--- src/rtl/qmul_pkg.sv ---
`default_nettype none
// ---------------------------------------------------------------------------
// qmul_pkg : rounding-mode encodings and saturation limits for qmul blocks
// Rev 1.0
// ---------------------------------------------------------------------------
package qmul_pkg;

  typedef enum logic [1:0] {
    RND_TRUNC     = 2'd0,
    RND_HALF_UP   = 2'd1,
    RND_HALF_EVEN = 2'd2,
    RND_RSVD      = 2'd3
  } rnd_mode_e;

  // Largest (neg=0) or smallest (neg=1) two's-complement value of a w-bit word
  function automatic logic signed [63:0] sat_limit(input int w, input logic neg);
    logic signed [63:0] one;
    one = 64'sd1;
    if (neg) return -(one <<< (w - 1));
    else     return (one <<< (w - 1)) - 64'sd1;
  endfunction

endpackage
`default_nettype wire

--- src/rtl/qmul_round_sat.sv ---
`default_nettype none
// ---------------------------------------------------------------------------
// qmul_round_sat : combinational rounding of a Q.2FRAC product to Q.FRAC,
//                  saturated to W bits with an overflow flag
// Rev 1.0
// ---------------------------------------------------------------------------
module qmul_round_sat
  import qmul_pkg::*;
#(
  parameter int W    = 16,
  parameter int FRAC = 14
) (
  input  logic signed [2*W-1:0] prod,
  input  rnd_mode_e             mode,
  output logic signed [W-1:0]   p,
  output logic                  ovf
);

  localparam logic signed [2*W:0] c_max  = (2*W+1)'(sat_limit(W, 1'b0));
  localparam logic signed [2*W:0] c_min  = (2*W+1)'(sat_limit(W, 1'b1));
  localparam logic signed [2*W:0] c_half = (2*W+1)'(1) <<< (FRAC - 1);

  logic signed [2*W:0] w_ext;
  logic signed [2*W:0] w_bias;
  logic signed [2*W:0] w_r;

  always_comb begin
    w_ext  = {prod[2*W-1], prod};
    w_bias = '0;
    case (mode)
      RND_HALF_UP:   w_bias = c_half;
      // Ties go up only when the kept LSB is odd, landing on the even neighbour
      RND_HALF_EVEN: w_bias = c_half - (2*W+1)'(1) + {{(2*W){1'b0}}, prod[FRAC]};
      default:       w_bias = '0;
    endcase
    w_r = (w_ext + w_bias) >>> FRAC;

    p   = w_r[W-1:0];
    ovf = 1'b0;
    if (w_r > c_max) begin
      p   = {1'b0, {(W-1){1'b1}}};
      ovf = 1'b1;
    end else if (w_r < c_min) begin
      p   = {1'b1, {(W-1){1'b0}}};
      ovf = 1'b1;
    end
  end

endmodule
`default_nettype wire

--- src/rtl/qmul_sat_pipe.sv ---
`default_nettype none
// ---------------------------------------------------------------------------
// qmul_sat_pipe : 3-stage valid/ready signed Q-format multiplier with
//                 selectable rounding, saturation and overflow status
// Rev 1.0
// ---------------------------------------------------------------------------
module qmul_sat_pipe
  import qmul_pkg::*;
#(
  parameter int W     = 16,
  parameter int FRAC  = 14,
  parameter int CNT_W = 16
) (
  input  logic             clk,
  input  logic             rst_n,
  input  logic             in_valid,
  output logic             in_ready,
  input  logic [W-1:0]     a,
  input  logic [W-1:0]     b,
  input  logic [1:0]       rnd_mode,
  output logic             out_valid,
  input  logic             out_ready,
  output logic [W-1:0]     p,
  output logic             ovf,
  output logic             ovf_sticky,
  input  logic             ovf_clr,
  output logic [CNT_W-1:0] ovf_cnt
);

  logic                  w_adv;
  logic                  w_evt;
  logic signed [2*W-1:0] w_prod;
  logic signed [W-1:0]   w_p;
  logic                  w_ovf;

  logic                  r_v1, r_v2, r_v3;
  logic signed [W-1:0]   r_a, r_b;
  rnd_mode_e             r_mode1, r_mode2;
  logic signed [2*W-1:0] r_prod;
  logic [W-1:0]          r_p;
  logic                  r_ovf;
  logic                  r_sticky;
  logic [CNT_W-1:0]      r_cnt;

  // Only a held result at the output can stall; empty stages never block
  assign w_adv    = !(r_v3 && !out_ready);
  assign in_ready = w_adv;
  assign w_prod   = (2*W)'(r_a) * (2*W)'(r_b);
  assign w_evt    = r_v3 && out_ready && r_ovf;

  always_ff @(posedge clk or negedge rst_n) begin
    if (!rst_n) begin
      r_v1    <= 1'b0;
      r_a     <= '0;
      r_b     <= '0;
      r_mode1 <= RND_TRUNC;
    end else if (w_adv) begin
      r_v1 <= in_valid;
      if (in_valid) begin
        r_a     <= a;
        r_b     <= b;
        r_mode1 <= rnd_mode_e'(rnd_mode);
      end
    end
  end

  always_ff @(posedge clk or negedge rst_n) begin
    if (!rst_n) begin
      r_v2    <= 1'b0;
      r_prod  <= '0;
      r_mode2 <= RND_TRUNC;
    end else if (w_adv) begin
      r_v2 <= r_v1;
      if (r_v1) begin
        r_prod  <= w_prod;
        r_mode2 <= r_mode1;
      end
    end
  end

  qmul_round_sat #(.W(W), .FRAC(FRAC)) u_round_sat (
    .prod (r_prod),
    .mode (r_mode2),
    .p    (w_p),
    .ovf  (w_ovf)
  );

  always_ff @(posedge clk or negedge rst_n) begin
    if (!rst_n) begin
      r_v3  <= 1'b0;
      r_p   <= '0;
      r_ovf <= 1'b0;
    end else if (w_adv) begin
      r_v3 <= r_v2;
      if (r_v2) begin
        r_p   <= w_p;
        r_ovf <= w_ovf;
      end
    end
  end

  // A counted event beats a simultaneous clear, restarting the count at one
  always_ff @(posedge clk or negedge rst_n) begin
    if (!rst_n) begin
      r_sticky <= 1'b0;
      r_cnt    <= '0;
    end else if (w_evt) begin
      r_sticky <= 1'b1;
      if (ovf_clr)     r_cnt <= CNT_W'(1);
      else if (!(&r_cnt)) r_cnt <= r_cnt + CNT_W'(1);
    end else if (ovf_clr) begin
      r_sticky <= 1'b0;
      r_cnt    <= '0;
    end
  end

  assign out_valid  = r_v3;
  assign p          = r_p;
  assign ovf        = r_ovf;
  assign ovf_sticky = r_sticky;
  assign ovf_cnt    = r_cnt;

endmodule
`default_nettype wire

--- config.mk ---
export PLATFORM = sky130hd
export DESIGN_NAME = qmul_sat_pipe
export DESIGN_NICKNAME = d
export VERILOG_FILES = /design/src/rtl/qmul_pkg.sv /design/src/rtl/qmul_round_sat.sv /design/src/rtl/qmul_sat_pipe.sv
export SDC_FILE = /design/constraint.sdc
export NUM_CORES = 1
export LEC_CHECK = 0
export CAP_MARGIN = 25
export CORE_UTILIZATION = 30
export CTS_CLUSTER_SIZE = 24
export DETAILED_ROUTE_END_ITERATION = 8
export SYNTH_ARGS = -nofsm -noshare
export SYNTH_HDL_FRONTEND = slang
export SYNTH_SLANG_ARGS = --single-unit
--- constraint.sdc ---
create_clock -name clk -period 5.95 [get_ports clk]
set_clock_uncertainty 0.2 [all_clocks]
set_input_delay 1.785 -clock clk [delete_from_list [all_inputs] [get_ports clk]]
set_output_delay 1.785 -clock clk [all_outputs]
set_load 0.05 [all_outputs]
## After elaboration in Yosys (flattened, before gate mapping)

Cells that the tools add are included.

| word-level totals | value |
|---|---|
| input port bits | 39 |
| output and inout port bits | 36 |
| latch bits | 0 |
| memories kept | 0 |
| logic and storage cells | 44 |
| flip-flop bits (word level) | 105 |
| bits in writable memories | 0 |
| memory bits (read-only) | 0 |

| operators by class | value |
|---|---|
| $add $sub $neg | 3 |
| reductions and logical operators | 11 |
| magnitude comparators | 2 |
| bitwise logic cells | 1 |
| shift-type cells | 0 |
| muxes and demuxes | 11 |
| equal/unequal tests | 3 |
| div/mod/pow operators | 0 |
| multiply operators | 1 |

Operator list:

| cell | count |
|---|---|
| two-way mux 16 bit | 6 |
| case mux 33 bit (2 select lines) | 1 |
| adder 32 x 33 -> 33 bit | 1 |
| multiplier 16 x 16 -> 32 bit | 1 |
| greater-than comparator 19 x 16 -> 1 bit, second input constant | 1 |
| less-than comparator 19 x 16 -> 1 bit, second input constant | 1 |
| adder 16 x 1 -> 16 bit, second input constant | 1 |
| AND reduction 16 bit | 1 |
| adder 13 x 1 -> 14 bit, first input constant | 1 |
| AND reduction 2 bit | 4 |
| two-way mux 1 bit | 4 |
| logical AND 1 bit | 3 |
| equality test 2 x 1 -> 1 bit, second input constant | 1 |
| equality test 2 bit, second input constant | 1 |
| zero test 1 bit | 2 |
| inequality test 2 bit, second input constant | 1 |
| nonzero test 2 bit | 1 |
| inverter 1 bit | 1 |

## Depth between registers and ports, before layout

| depth | value |
|---|---|
| depth in word-level cells | 6 |
| depth in mapped cells | 24 |

## By module

Synthesis repeated with hierarchy kept, for this count alone.

| second synthesis, totals | value |
|---|---|
| cells, all modules | 1522 |
| area total of the unflattened synthesis | 14621.5 sq um |

By module, submodules not included:

| module | times used | area each (sq um) | sequential area each (sq um) | cells each |
|---|---|---|---|---|
| qmul_sat_pipe | 1 | 14007.2 | 2627.5 | 1435 |
| qmul_round_sat | 1 | 614.3 | 0.0 | 87 |

## Worst setup path after synthesis

Ideal clock, no wire load.

| timing | value |
|---|---|
| kind | reg2reg |
| start point | register r_a[15] |
| end point | register r_prod[29] |
| period minus slack after synthesis | 6.378 ns |
| setup slack | -0.428 ns |
| stages on the path, launching flop included | 20 |
| arrival | 6.109 ns |
| library setup time | 0.069 ns |
| cells stage by stage | dfrtp_1 -> clkbuf_1 -> nand2_1 -> fa_1 -> inv_1 -> fa_1 -> fa_1 -> fa_1 -> fa_1 -> inv_1 -> fa_1 -> inv_1 -> ha_1 -> a21o_1 -> a21o_1 -> a21oi_1 -> o21ai_0 -> a21o_1 -> or4_1 -> nand3_1 |

| between the ends | value |
|---|---|
| word-level cells in the longest chain between the ends | 1 |

RTL lines:

| item | line | source |
|---|---|---|
| start, declared | qmul_sat_pipe.sv:37 | `logic signed [W-1:0] r_a, r_b;` |
| start signal, assigned | qmul_sat_pipe.sv:54 | `r_a <= '0;` |
| start signal, assigned | qmul_sat_pipe.sv:60 | `r_a <= a;` |
| multiplier 16 x 16 -> 32 bit | qmul_sat_pipe.sv:48 | `assign w_prod = (2*W)'(r_a) * (2*W)'(r_b);` |
| end signal, assigned | qmul_sat_pipe.sv:75 | `r_prod <= w_prod;` |
| end, declared | qmul_sat_pipe.sv:39 | `logic signed [2*W-1:0] r_prod;` |

Every way passes these cells.
A chain may end at the register's enable or synchronous reset.

## Worst setup path in the final report

| timing | value |
|---|---|
| start point | register r_a[15] |
| end point | register r_prod[31] |

Same word-level chain as after synthesis.

==> impl_results.md <==
- Status: finished with violations
- Failing checks: negative setup slack
- Worst hold slack: 266 ps
- Clk slew on worst S/H paths: 90 ps
- CTS Buffer Depth: 2
- Hold buffers post-CTS: 0
- Worst slew margin: 0.396
- Final setup viols: 6
- Worst-Margin Slew: roughly 900 ps
- Worst setup SP type: flop
- Final hold vios: 0
- Worst setup margin: -68.1 ps
- RSZ-0062 raised after global routing: yes
- Detailed placement HPWL: 30.4 mm
- Final period util: 1.01
- Dpl cell area: around 18000 um^2
- Antenna Nets Post-Route: 0
- RD Place Congestion: 0.878
- Yosys reg bits: 105
- HP Class: flop to flop
- Clk Latency, worst-skew pair: 380 ps
- Synth Instances: about 1600
- Cell Area, Synth: 15100 um^2
- CP Cell Sequence: buf_12 -> and2_4 -> fa_2 -> fa_2 -> buf_4 -> fa_1 -> inv_1 -> fa_1 -> inv_1 -> fa_1 -> inv_1 -> fa_1 -> inv_1 -> ha_4 -> a21o_1 -> a21o_1 -> a21oi_2 -> o21ai_1 -> a21oi_1 -> a21oi_1 -> a311o_1
- CP startpoint: r_a[15]$_DFFE_PN0P_
- CTS root buffer: clkbuf_16
- Critical path's largest stage delay: approximately 630 ps
- Worst setup endpoint: r_prod[31]$_DFFE_PN0P_
- Fmax: 166 MHz
- Htree depth: 3
- Async set or reset register ratio after synthesis: 1.00
- Largest area contributor in the netlist: fa_1
- Routed len/inst: between 10 and 15 um
- Die area: 51200 um^2
- Cell with the most instances after synthesis: inv_1
- # IOs: 75
- Commonest cells in the synthesized netlist: inv_1 (331), fa_1 (262), nand2_1 (197), and2_1 (127), dfrtp_1 (105)
- CTS Sinks: approximately 110
- CTS tree: built
- Top cell type's share of synthesized area: 0.348
- Tmin final: 6020 ps
- Final Max Slew Viols: 0
- Final net count: about 2200
- Sequential fraction of the synthesis area: 0.174
- R2R setup slack: -70 ps
- Crit end category: flop
- Layout cell share with drive strength beyond 1: 0.210
- Synth Flop Type: dfrtp_1
- Diode count: 0
- Initial antenna violation count: 0
- WL final: ~37 mm
- Place WS: -384 ps
- Worst-path maximum fanout: 5
- Syn. warnings: 0
- Area grow syn2layout: 25.0%
- Vias per inst: between 4 and 5
- Grt ovf: 0
- Number of remaining DRC errors: 0
- Mapped Nets: 2018
- Largest net degree at the start of global routing: 59
- Port bufs: 74
- Total CTS buffers: 9
- Vias in the first global route: 12700
- Top post-synthesis cells by area: fa_1 (35%), dfrtp_1 (17%), inv_1 (8.2%), ha_1 (8.1%), and2_1 (5.3%)
- Initial Util: 0.306
- Worst Path Arrival: 6090 ps
- Crit path kind: flop to flop
- Drt pass-1 iters: 5
- Die Y-Extent: 226 um
- Post-synth EDFFs: 0
- Die Wd: between 200 and 250 um
- Worst r2r path cells: 21
- CP required: 6020 ps
- Via count: 11500
- CP max stage cell: fa_2
- Mean Syn Cell Area: 9.32 um^2
- Max-Cap Viols: 0
- Drt initial violations: roughly 570
- GRT Overall Usage: 0.155
- Core outline area: 49300 um^2
- Design Area, Final: 18900 um^2
- Worst reg2reg path endpoint: r_prod[31]$_DFFE_PN0P_
- First-pass GRT wire length: 64.1 mm
- # rows: 81
- Netlist cell types: slightly above 70
- Reg2reg start: r_a[15]$_DFFE_PN0P_
==> worst max-delay path, delay by kind of cell, from the launching register on <==
kind                     cells  cell delay (ps)
adder cells (fa/ha/maj)      7             3460
flip-flops                   1              440
buffers and inverters        6              540
AND/OR/NAND/NOR              1              160
AO/OA/AOI/OAI                7             1100
==> sequential cells by signal, indices dropped and copies added (netlist names) <==
register    flops
out_valid       1
ovf             1
ovf_cnt        16
ovf_sticky      1
p              16
r_a            16
r_b            16
r_mode1         2
r_mode2         2
r_prod         32
r_v1            1
r_v2            1
==> per-stage QoR <==
stage | TNS [ps] | std cells | util
floorplan | -22.5 | 1619 | -
global placement | -2140 | 2459 | 0.360
detailed placement | -3140 | 2459 | 0.360
CTS | -153 | 2503 | 0.379
global route | -2450 | 2507 | 0.383
finish | -199 | 2507 | 0.383
==> cell usage in the layout (no fill, tap or decap), drive strengths merged, types with 13 or more instances in the layout <==
cell type,instances
nand2,197
nor4,13
nand3,17
dfrtp,105
a31oi,23
fa,262
buf,199
inv,337
xnor2,20
nor2,61
a21o,19
a21oi,37
o22ai,15
mux2,35
and2,127
clkdlybuf4s50,73
and3,13
xor2,18
nor3,14
ha,98
o21ai,41
==> how the worst min path moves through the flow <==
stage	start	endpoint	slack [ps]	cells after the start
2_1_floorplan	r_v2$_DFFE_PN0N_	out_valid$_DFFE_PN0N_	230	2
3_3_place_gp	r_v2$_DFFE_PN0N_	out_valid$_DFFE_PN0N_	250	2
3_5_place_dp	r_v2$_DFFE_PN0N_	out_valid$_DFFE_PN0N_	250	2
4_1_cts	r_v2$_DFFE_PN0N_	out_valid$_DFFE_PN0N_	260	2
5_1_grt	r_v2$_DFFE_PN0N_	out_valid$_DFFE_PN0N_	300	2
6_report	r_v2$_DFFE_PN0N_	out_valid$_DFFE_PN0N_	270	2
==> routing by layer <==
layer	part of all wire	global-route usage	vias to the layer above
li1	-	-	5510
met1	0.48	0.214	5783
met2	0.46	0.259	199
met3	0.043	0.0264	34
met4	0.011	0.0275	0
met5	0	0	-
==> kinds of logic after synthesis <==
family / Yosys count / share of synthesized area
buf+inv: 397 / 0.0994
mux: 36 / 0.0268
simple gates: 481 / 0.158
fa+ha+maj: 360 / 0.429
xor+xnor: 38 / 0.0221
compound gates: 202 / 0.0910
flops: 105 / 0.174
==> layout make-up <==
cell class                 count  area [um^2]
clock inverter                 7         88.8
clock buffer                   9          225
tap                          664          831
inverter                     333         1250
timing repair buffer         272         2330
multi-input combinational   1117        11500
sequential                   105         2650
fill                        4937        30400
==> what timing repair did <==
action / CTS / global route
pin swaps: 91 / 23
setup endpoints to repair: 16 / 15
resized for setup: 110 / 41
setup buffers: 30 / 3
Power is left out: the tool's default activity adds up to more than one toggle a clock period on the data nets, which glitch-free logic cannot reach.
